### src/rtl/pip_reg_skid_if.sv
// pip_reg_skid_if: valid/ready handshake bundle carrying control and datapath fields.
// Rev 1.0 - initial release.
`default_nettype none

interface pip_reg_skid_if #(
  parameter int CTRL_WIDTH = 10,
  parameter int DATA_WIDTH = 165
);
  logic                  valid;
  logic                  ready;
  logic [CTRL_WIDTH-1:0] ctrl;
  logic [DATA_WIDTH-1:0] data;

  modport master (output valid, output ctrl, output data, input ready);
  modport slave  (input valid, input ctrl, input data, output ready);
endinterface

`default_nettype wire

### src/rtl/pip_reg_skid.sv
// pip_reg_skid: decode-to-execute register with one-entry skid buffer and flush.
// Rev 1.0 - optional saturating perf counters enabled by PIP_REG_PERF_EN.
`default_nettype none

module pip_reg_skid #(
  parameter int CTRL_WIDTH = 10,
  parameter int DATA_WIDTH = 165,
  parameter int CNT_WIDTH  = 32
) (
  input  logic                 clk_i,
  input  logic                 rst_i,
  input  logic                 flush_i,
  pip_reg_skid_if.slave        up_if,
  pip_reg_skid_if.master       dn_if,
  output logic [CNT_WIDTH-1:0] stall_cnt_o,
  output logic [CNT_WIDTH-1:0] bubble_cnt_o,
  output logic [CNT_WIDTH-1:0] flush_cnt_o
);

  // State bits are {main_valid, skid_valid}; 2'b01 is unreachable.
  typedef enum logic [1:0] {
    ST_EMPTY = 2'b00,
    ST_FULL  = 2'b10,
    ST_SKID  = 2'b11
  } state_t;

  state_t                r_state;
  state_t                w_state_nxt;
  logic [CTRL_WIDTH-1:0] r_main_ctrl;
  logic [DATA_WIDTH-1:0] r_main_data;
  logic [CTRL_WIDTH-1:0] r_skid_ctrl;
  logic [DATA_WIDTH-1:0] r_skid_data;
  logic                  w_main_valid;
  logic                  w_ready;
  logic                  w_in;
  logic                  w_out;
  logic                  w_load_main_in;
  logic                  w_load_main_skid;
  logic                  w_load_skid;

  assign w_main_valid = r_state[1];
  assign w_ready      = ~r_state[0];
  assign w_in         = up_if.valid & w_ready;
  assign w_out        = w_main_valid & dn_if.ready;

  assign up_if.ready  = w_ready;
  assign dn_if.valid  = w_main_valid;
  assign dn_if.ctrl   = w_main_valid ? r_main_ctrl : '0;
  assign dn_if.data   = r_main_data;

  always_ff @(posedge clk_i) begin
    if (rst_i) begin
      r_state <= ST_EMPTY;
    end else begin
      r_state <= w_state_nxt;
    end
  end

  always_comb begin
    w_state_nxt      = r_state;
    w_load_main_in   = 1'b0;
    w_load_main_skid = 1'b0;
    w_load_skid      = 1'b0;
    if (flush_i) begin
      w_state_nxt = ST_EMPTY;
    end else begin
      case (r_state)
        ST_EMPTY: begin
          if (w_in) begin
            w_load_main_in = 1'b1;
            w_state_nxt    = ST_FULL;
          end
        end
        ST_FULL: begin
          if (w_in && w_out) begin
            w_load_main_in = 1'b1;
          end else if (w_in) begin
            w_load_skid = 1'b1;
            w_state_nxt = ST_SKID;
          end else if (w_out) begin
            w_state_nxt = ST_EMPTY;
          end
        end
        ST_SKID: begin
          if (w_out) begin
            w_load_main_skid = 1'b1;
            w_state_nxt      = ST_FULL;
          end
        end
        default: begin
          w_state_nxt = r_state;
        end
      endcase
    end
  end

  // Flush clears main ctrl so a stale bundle can never resurface as a command.
  always_ff @(posedge clk_i) begin
    if (rst_i) begin
      r_main_ctrl <= '0;
      r_main_data <= '0;
      r_skid_ctrl <= '0;
      r_skid_data <= '0;
    end else if (flush_i) begin
      r_main_ctrl <= '0;
    end else begin
      if (w_load_main_in) begin
        r_main_ctrl <= up_if.ctrl;
        r_main_data <= up_if.data;
      end else if (w_load_main_skid) begin
        r_main_ctrl <= r_skid_ctrl;
        r_main_data <= r_skid_data;
      end
      if (w_load_skid) begin
        r_skid_ctrl <= up_if.ctrl;
        r_skid_data <= up_if.data;
      end
    end
  end

`ifdef PIP_REG_PERF_EN
  localparam logic [CNT_WIDTH-1:0] C_CNT_ONE = 1;
  localparam logic [CNT_WIDTH-1:0] C_CNT_MAX = '1;

  logic [CNT_WIDTH-1:0] r_stall_cnt;
  logic [CNT_WIDTH-1:0] r_bubble_cnt;
  logic [CNT_WIDTH-1:0] r_flush_cnt;

  // Counters survive flush; only reset clears them.
  always_ff @(posedge clk_i) begin
    if (rst_i) begin
      r_stall_cnt  <= '0;
      r_bubble_cnt <= '0;
      r_flush_cnt  <= '0;
    end else begin
      if (w_main_valid && !dn_if.ready && (r_stall_cnt != C_CNT_MAX)) begin
        r_stall_cnt <= r_stall_cnt + C_CNT_ONE;
      end
      if (!w_main_valid && (r_bubble_cnt != C_CNT_MAX)) begin
        r_bubble_cnt <= r_bubble_cnt + C_CNT_ONE;
      end
      if (flush_i && (r_flush_cnt != C_CNT_MAX)) begin
        r_flush_cnt <= r_flush_cnt + C_CNT_ONE;
      end
    end
  end

  assign stall_cnt_o  = r_stall_cnt;
  assign bubble_cnt_o = r_bubble_cnt;
  assign flush_cnt_o  = r_flush_cnt;
`else
  assign stall_cnt_o  = '0;
  assign bubble_cnt_o = '0;
  assign flush_cnt_o  = '0;
`endif

endmodule

`default_nettype wire

### src/flat_wrapper.sv
// flat-port wrapper written by rule: the top's interface ports become plain ports
module pip_reg_skid_flat 
#(
  parameter int CTRL_WIDTH = 10,
  parameter int DATA_WIDTH = 165,
  parameter int CNT_WIDTH  = 32
)
  (clk_i, rst_i, flush_i, stall_cnt_o, bubble_cnt_o, flush_cnt_o, up_if_valid, up_if_ctrl, up_if_data, up_if_ready, dn_if_valid, dn_if_ctrl, dn_if_data, dn_if_ready);
  pip_reg_skid_if #(.CTRL_WIDTH(CTRL_WIDTH), .DATA_WIDTH(DATA_WIDTH)) up_if_i ();
  pip_reg_skid_if #(.CTRL_WIDTH(CTRL_WIDTH), .DATA_WIDTH(DATA_WIDTH)) dn_if_i ();
  input  logic clk_i;
  input  logic rst_i;
  input  logic flush_i;
  output logic [CNT_WIDTH-1:0] stall_cnt_o;
  output logic [CNT_WIDTH-1:0] bubble_cnt_o;
  output logic [CNT_WIDTH-1:0] flush_cnt_o;
  input wire logic [$bits(up_if_i.valid)-1:0] up_if_valid;
  input wire logic [$bits(up_if_i.ctrl)-1:0] up_if_ctrl;
  input wire logic [$bits(up_if_i.data)-1:0] up_if_data;
  output wire logic [$bits(up_if_i.ready)-1:0] up_if_ready;
  output wire logic [$bits(dn_if_i.valid)-1:0] dn_if_valid;
  output wire logic [$bits(dn_if_i.ctrl)-1:0] dn_if_ctrl;
  output wire logic [$bits(dn_if_i.data)-1:0] dn_if_data;
  input wire logic [$bits(dn_if_i.ready)-1:0] dn_if_ready;
  assign up_if_i.valid = up_if_valid;
  assign up_if_i.ctrl = up_if_ctrl;
  assign up_if_i.data = up_if_data;
  assign up_if_ready = up_if_i.ready;
  assign dn_if_valid = dn_if_i.valid;
  assign dn_if_ctrl = dn_if_i.ctrl;
  assign dn_if_data = dn_if_i.data;
  assign dn_if_i.ready = dn_if_ready;
  pip_reg_skid #(.CTRL_WIDTH(CTRL_WIDTH), .DATA_WIDTH(DATA_WIDTH), .CNT_WIDTH(CNT_WIDTH)) u_core (.clk_i(clk_i), .rst_i(rst_i), .flush_i(flush_i), .up_if(up_if_i), .dn_if(dn_if_i), .stall_cnt_o(stall_cnt_o), .bubble_cnt_o(bubble_cnt_o), .flush_cnt_o(flush_cnt_o));
endmodule
### config.mk
export PLATFORM = sky130hd
export DESIGN_NAME = pip_reg_skid_flat
export DESIGN_NICKNAME = d
export VERILOG_FILES = /design/src/rtl/pip_reg_skid_if.sv /design/src/rtl/pip_reg_skid.sv /design/src/flat_wrapper.sv
export SDC_FILE = /design/constraint.sdc
export NUM_CORES = 1
export LEC_CHECK = 0
export CAP_MARGIN = 20
export CORE_MARGIN = 4
export CORE_UTILIZATION = 40
export DETAILED_ROUTE_END_ITERATION = 6
export PLACE_DENSITY = 0.73
export SYNTH_ARGS = -nofsm -noshare
export SYNTH_HDL_FRONTEND = slang
export SYNTH_SLANG_ARGS = --single-unit
### constraint.sdc
create_clock -name clk_i -period 2.15 [get_ports clk_i]
set_input_delay 0.43 -clock clk_i [delete_from_list [all_inputs] [get_ports clk_i]]
set_output_delay 0.43 -clock clk_i [all_outputs]
set_load 0.1 [all_outputs]
Yosys cells after proc, flatten, opt, wreduce, memory -nomap -nowiden:

Index checks and enable logic that the tools add are counted.

* word-level logic and storage cells: 44
* input bits: 180
* register bits: 352

* equal/unequal tests: 6
* bitwise operators: 4
* reduce and logical (&&, ||, !) cells: 8
* mux-type cells: 21

Operators by type and width (number)
* 2-to-1 mux 165 bit: 2
* 2-to-1 mux 10 bit: 3
* 2-to-1 mux 2 bit: 5
* 2-to-1 mux 1 bit: 9
* case mux 2 bit (3 select lines): 1
* AND reduction 5 bit: 1
* equality test 2 bit (second input constant): 2
* != test 2 x 1 -> 1 bit (second input constant): 2
* AND reduction 2 bit: 2
* != test 3 x 1 -> 1 bit (second input constant): 1
* nonzero test 3 bit: 1
* AND 1 bit: 2
* zero test 2 bit: 1
* != test 2 bit (second input constant): 1
* inverter 1 bit: 2
* case mux 1 bit (2 select lines): 1
* nonzero test 2 bit: 1
* OR reduction 2 bit: 1
* logical AND 1 bit: 1

Logic depth before layout (Yosys ltp):

Gate-level depths: netlist of run 1.

* depth after elaboration: 8
* mapped depth: 8

Least setup slack after synthesis of run 1:

OpenSTA, ideal clock, no wires.

* kind: reg-to-output
* start point: register u_core.r_state[1]
* end point: output dn_if_ctrl[0]
* slack: -0.414 ns
* arrival: 2.134 ns
* required time: 1.720 ns
* stages on the path, launching flop included: 4
* cell sequence: dfxtp_1 > buf_6 > clkbuf_1 > and2_1

* word-level cells in the longest chain between the ends: 1

RTL lines
* from (decl): RTL line pip_reg_skid.sv:27 `state_t r_state;`
* from (signal assigned): RTL line pip_reg_skid.sv:55 `r_state <= w_state_nxt;`
* 2-to-1 mux 10 bit: RTL line pip_reg_skid.sv:48 `assign dn_if.ctrl = w_main_valid ? r_main_ctrl : '0;`
* to (decl): RTL line flat_wrapper.sv:22 `output wire logic [$bits(dn_if_i.ctrl)-1:0] dn_if_ctrl;`

No other way between the ends.

Final worst setup path of run 1:

* start point: register u_core.r_state[1]
* end point: output dn_if_ctrl[1]

Same word-level chain as after synthesis.

==> flow_summary.toml, run 1 <==
[drt]
drt_iter0_markers = 1221
routed_wirelength_um = 50900
via_per_inst = 5.69
dr_wl_met2_um = 24200
m1WireLength_um = 20600
wl_per_cell_um = 19.0
first_pass_iters = 5
ant_nets = 0
drc = 0
highest_layer = "met4"
wl_met3_um = 4440
vias = 15193

[clocking]
post_cts_buffers = 0
cts_hold_buf = 0
cts.sink_count = 352
clk_pin_slew_ns = 0.06
htreeDepth = 2
cts_tree = "yes"
cts_buffers = 38
clock_path_buffers = 3
ctsResizeCount = 0
clk_latency_ns = 0.51
cts_root_buffer = "clkbuf_16"

[setup_path]
cp-start-kind = "flop"
required_ns = 1.72
path_class = "reg -> out"
endpoint_kind = "output pin"
crit_arrival_ns = 1.56
r2r_slack_ns = 0.32
worstPathMaxFanout = 11

[floorplan]
die-width_um = 203
rows = 71
core_area_um2 = 37600
io_pins = 453
floorplan.initialDensity = 0.405
die_h_um = 203
dieArea_um2 = 41300

[finish]
nets = 2311
final_area_um2 = 20100
drive_gt1_frac = 0.151
n_fill_cell = 3411
layout_common_cells = "dfxtp_1, nand2_1, buf_4"
final_common_cell = "dfxtp_1"
antennaDiodeCount = 0
area_growth_pct = 31.6
fin_util = 0.534

[placed_design]
post-dp-hpwl_um = 32000
gp_congestion = 0.835
dp_slack_ns = -0.0418
placed_area_um2 = 18700
portBuffers = 356

[sta]
finalSetupTns_ns = 0
rsz0062_at_grt = "no"
final-setup-viol-count = 0
whs_ns = 0.275
period_minus_slack_ns = 1.99
postLayoutSetupSlackWorst_ns = 0.165
maxSlewHeadroom = 0.462
hold_violations = 0
worst_pin_slew_ns = 0.807
post-route-period-util = 0.923
max_freq_mhz = 504
fin_skew_ns = 0.0104
drv_slew = 0

[grt]
grt_pass1_wl_um = 79200
grt.total_usage = 0.229
grt_pass1_vias = 14577
grt_overflow = 0
antenna_found_initial = 0
grt_start_max_net_pins = 105

[power_and_ir_drop]
powerDensity_nw_per_um2 = 891
power.leakage_nw = 7.15
peakVddDrop_mv = 0.515

[synth]
netlist_instances = 1894
syn-cell-area_um2 = 15200
syn_area_per_cell_um2 = 8.04
synth-seq-area-share = 0.462
yosys_warnings = 0
ys_types = 31
synth-seq-cells = 352

[job]
drv_cap = 0

[worst_hold_path]
hold_class = "in -> reg"

[status]
status = "finished clean"
sequential cells by signal, indices dropped and copies added (netlist names):
| signal | cells |
|---|---|
| u_core.r_state | 2 |
| u_core.r_skid_data | 165 |
| u_core.dn_if.data | 165 |
| u_core.r_skid_ctrl | 10 |
| u_core.r_main_ctrl | 10 |
cells in the mapped netlist:
cell type / number / area [um2]
buf_6: 18 / 203
clkbuf_2: 1 / 5.00
clkbuf_1: 175 / 657
nand3_1: 175 / 876
a311oi_1: 165 / 1450
buf_1: 7 / 26.3
conb_1: 1 / 3.75
nor2_1: 1 / 3.75
and4b_1: 1 / 10.0
o21ai_2: 1 / 8.76
nor3_1: 165 / 826
buf_4: 96 / 721
o21ai_0: 176 / 881
and4bb_2: 1 / 12.5
a21boi_0: 1 / 7.51
or3_1: 1 / 6.26
clkinv_1: 1 / 3.75
inv_1: 1 / 3.75
nand2_1: 330 / 1240
nor2b_1: 1 / 6.26
dfxtp_1: 352 / 7050
a21oi_1: 176 / 881
or3b_2: 1 / 8.76
o221a_2: 10 / 113
and2_1: 10 / 62.6
a2111oi_0: 1 / 8.76
nand4bb_1: 1 / 11.3
o21a_1: 10 / 75.1
nand2b_1: 1 / 6.26
nand4b_2: 1 / 15.0
buf_2: 13 / 65.1
per-stage QoR:
step	power, W	instances
detailed placement	0.0110	2602
floorplan	0.0101	1989
finish	0.0179	2670
global route	0.0184	2670
CTS	0.0180	2670
global placement	0.0110	2602
worst paths after layout:
path                               start                      to  cells past startpoint
setup / recovery       u_core.r_state[1]           dn_if_ctrl[1]                      3
hold / removal               dn_if_ready       u_core.r_state[0]                      2
setup reg to reg       u_core.r_state[0]   u_core.dn_if.data[25]                      4
hold reg to reg   u_core.r_skid_data[85]  u_core.r_skid_data[85]                      2
power breakdown:
group	leakage (nW)	internal, W	switching [W]
clock network	0.661	0.00432	0.00265
logic	3.62	0.000852	0.00311
registers	2.87	0.00677	0.000164
total	7.15	0.0119	0.00593
area by class of cell:
class | instances | area (um2) | share of cell area
clock buffer | 54 | 1140 | 0.0571
clock inverter | 14 | 208 | 0.0104
timing repair buffer | 412 | 4080 | 0.203
inverter | 2 | 12.5 | 0.000624
tap | 511 | 639 | 0.0319
multi-input combinational | 1325 | 6920 | 0.345
sequential | 352 | 7050 | 0.351
logic make-up after synthesis:
| group | count (synthesis) | synth area share |
|---|---|---|
| flops | 352 | 0.462 |
| simple gates | 689 | 0.202 |
| buf+inv | 312 | 0.111 |
| compound gates | 540 | 0.224 |
| other cells | 1 | 0.000246 |
per-layer routing:
layer,global-route usage,vias up
met1,0.300,7238
met4,0.0879,0
met5,0,-
li1,-,7064
met2,0.376,789
met3,0.0425,102
worst max-delay path, cell delays in order (launching register included):
cell	delay, ns
dfxtp_4	0.44
buf_4	0.20
and2_2	0.21
buf_12	0.18
Note: power is estimated with default switching activity, not from simulation.
==> inputs of run 2 (changes only) <==
- CELL_PAD_IN_SITES_DETAIL_PLACEMENT: default -> 0
- CELL_PAD_IN_SITES_GLOBAL_PLACEMENT: default -> 1
- CORE_UTILIZATION: 40 -> 34
- PLACE_DENSITY: 0.73 -> 0.83
==> run 2 against run 1 <==
Via count decreased by 0.35%. Register-to-register slack improved by 0.06 ns. Combinational power up 2%. Highest routed layer unchanged. Sequential cell count unchanged. Wire length up 6.8%. Sequential share of layout area is 0.81 points lower. Sequential power about the same. Maximum frequency is 1.9% lower. Critical path depth stayed put. Worst setup slack lost 0.039 ns. First-iteration DRC count up 0.90%. Critical path type unchanged. Hold slack worse by 0.020 ns.
==> flow_summary.toml, run 2 (synthesis gave the netlist of run 1 again) <==
[power_and_ir_drop]
p_clk_frac = 0.395
cellInternalPower_w = 0.0120
p_total_w = 0.0181
power.leakage_nw = 7.34
swShare = 0.337
pwr-share-seq = 0.383
powerDensity_nw_per_um2 = 882
switchingPower_w = 0.00611
p_comb_frac = 0.222
peakVddDrop_mv = 0.530

[worst_hold_path]
hold_class = "in -> reg"

[sta]
rsz0062_at_grt = "no"
finalSetupTns_ns = 0
hold_violations = 0
maxSlewHeadroom = 0.645
period_minus_slack_ns = 2.02
worst_pin_slew_ns = 0.533
final-setup-viol-count = 0
max_freq_mhz = 494
post-route-period-util = 0.942
fin_skew_ns = 0.0134
drv_slew = 0

[clocking]
htreeDepth = 2
post_cts_buffers = 0
cts.sink_count = 352
clk_pin_slew_ns = 0.06
cts_buffers = 40
cts_tree = "yes"
clk_latency_ns = 0.55
cts_root_buffer = "clkbuf_16"
cts_hold_buf = 0
clock_path_buffers = 3

[setup_path]
required_ns = 1.72
path_class = "reg -> out"
worstPathMaxFanout = 10
cp-start-kind = "flop"
crit_arrival_ns = 1.59
endpoint_kind = "output pin"

[floorplan]
io_pins = 453
floorplan.initialDensity = 0.345
rows = 77
die-width_um = 220
core_area_um2 = 44200
die_h_um = 220
dieArea_um2 = 48300

[drt]
wl_per_cell_um = 19.5
first_pass_iters = 5
routed_wirelength_um = 54300
via_per_inst = 5.44
drc = 0
vias = 15140
drt_iter0_markers = 1232
ant_nets = 0

[placed_design]
gp_congestion = 0.825
post-dp-hpwl_um = 34400
portBuffers = 356

[finish]
final_common_cell = "dfxtp_1"
n_fill_cell = 4219
fin_util = 0.464
nets = 2337
drive_gt1_frac = 0.160
area_growth_pct = 34.8
layout_common_cells = "dfxtp_1, nand2_1, buf_4"

[grt]
antenna_found_initial = 3
grt_overflow = 0
grt_start_max_net_pins = 94
grt_pass1_wl_um = 83500
grt_pass1_vias = 14308
grt.total_usage = 0.212

[job]
drv_cap = 0

[status]
status = "finished clean"
-- run 2: power by group through the flow --
| stage | Clock [W] | Combinational, W | Sequential (W) |
|---|---|---|---|
| floorplan | 0 | 0.00155 | 0.00857 |
| finish | 0.00715 | 0.00403 | 0.00694 |
| global route | 0.00758 | 0.00417 | 0.00696 |
| detailed placement | 0 | 0.00402 | 0.00708 |
| global placement | 0 | 0.00401 | 0.00708 |
| CTS | 0.00731 | 0.00403 | 0.00694 |
-- run 2: cell type report --
class,instances,area [um2],area share
antenna,4,10.0,0.000487
multi-input combinational,1325,6920,0.337
clock buffer,62,1200,0.0587
tap,592,741,0.0361
clock inverter,11,169,0.00823
timing repair buffer,436,4420,0.215
inverter,2,12.5,0.000609
sequential,352,7050,0.343
-- run 2: worst paths after layout --
path                                start                     end  slack [ns]  depth (start not counted)
setup / recovery        u_core.r_state[1]           dn_if_ctrl[0]        0.13                          3
hold / removal                      rst_i   u_core.r_skid_ctrl[2]        0.26                          2
setup reg to reg        u_core.r_state[0]   u_core.r_main_ctrl[2]        0.38                          4
hold reg to reg   u_core.r_skid_data[102]  u_core.dn_if.data[102]        0.47                          2
-- run 2: repair_timing --
| action | CTS | global route |
|---|---|---|
| endpoints found under the setup margin | 8 | 0 |
| gates resized for setup | 1 | 0 |
| endpoints found under the hold margin | 0 | 0 |
-- run 2: per-layer routing --
layer  global-route usage  routed length (um)  up-vias
met5                    0                   0        -
met4               0.0766                1580        0
met3               0.0386                3990       90
met2                0.327               25200      621
met1                0.299               23500     7295
li1                     -                   -     7134
-- run 2: worst max-delay path, stage by stage, from the launching register on --
cell and delay [ns]:
dfxtp_4 0.44, buf_4 0.21, and2_2 0.21, buf_12 0.18
-- run 2: stage by stage --
| stage | hold slack [ns] | area, um2 | cells | setup slack [ns] |
|---|---|---|---|---|
| 3_5_place_dp | 0.466 | 19100 | 2707 | -0.107 |
| 6_report | 0.255 | 20500 | 2784 | 0.126 |
| 3_3_place_gp | 0.459 | 19100 | 2707 | -0.0687 |
| 4_1_cts | 0.204 | 20500 | 2780 | 0.0628 |
| 5_1_grt | 0.246 | 20500 | 2782 | 0.0502 |
| 2_1_floorplan | 0.454 | 15600 | 1989 | 0.137 |
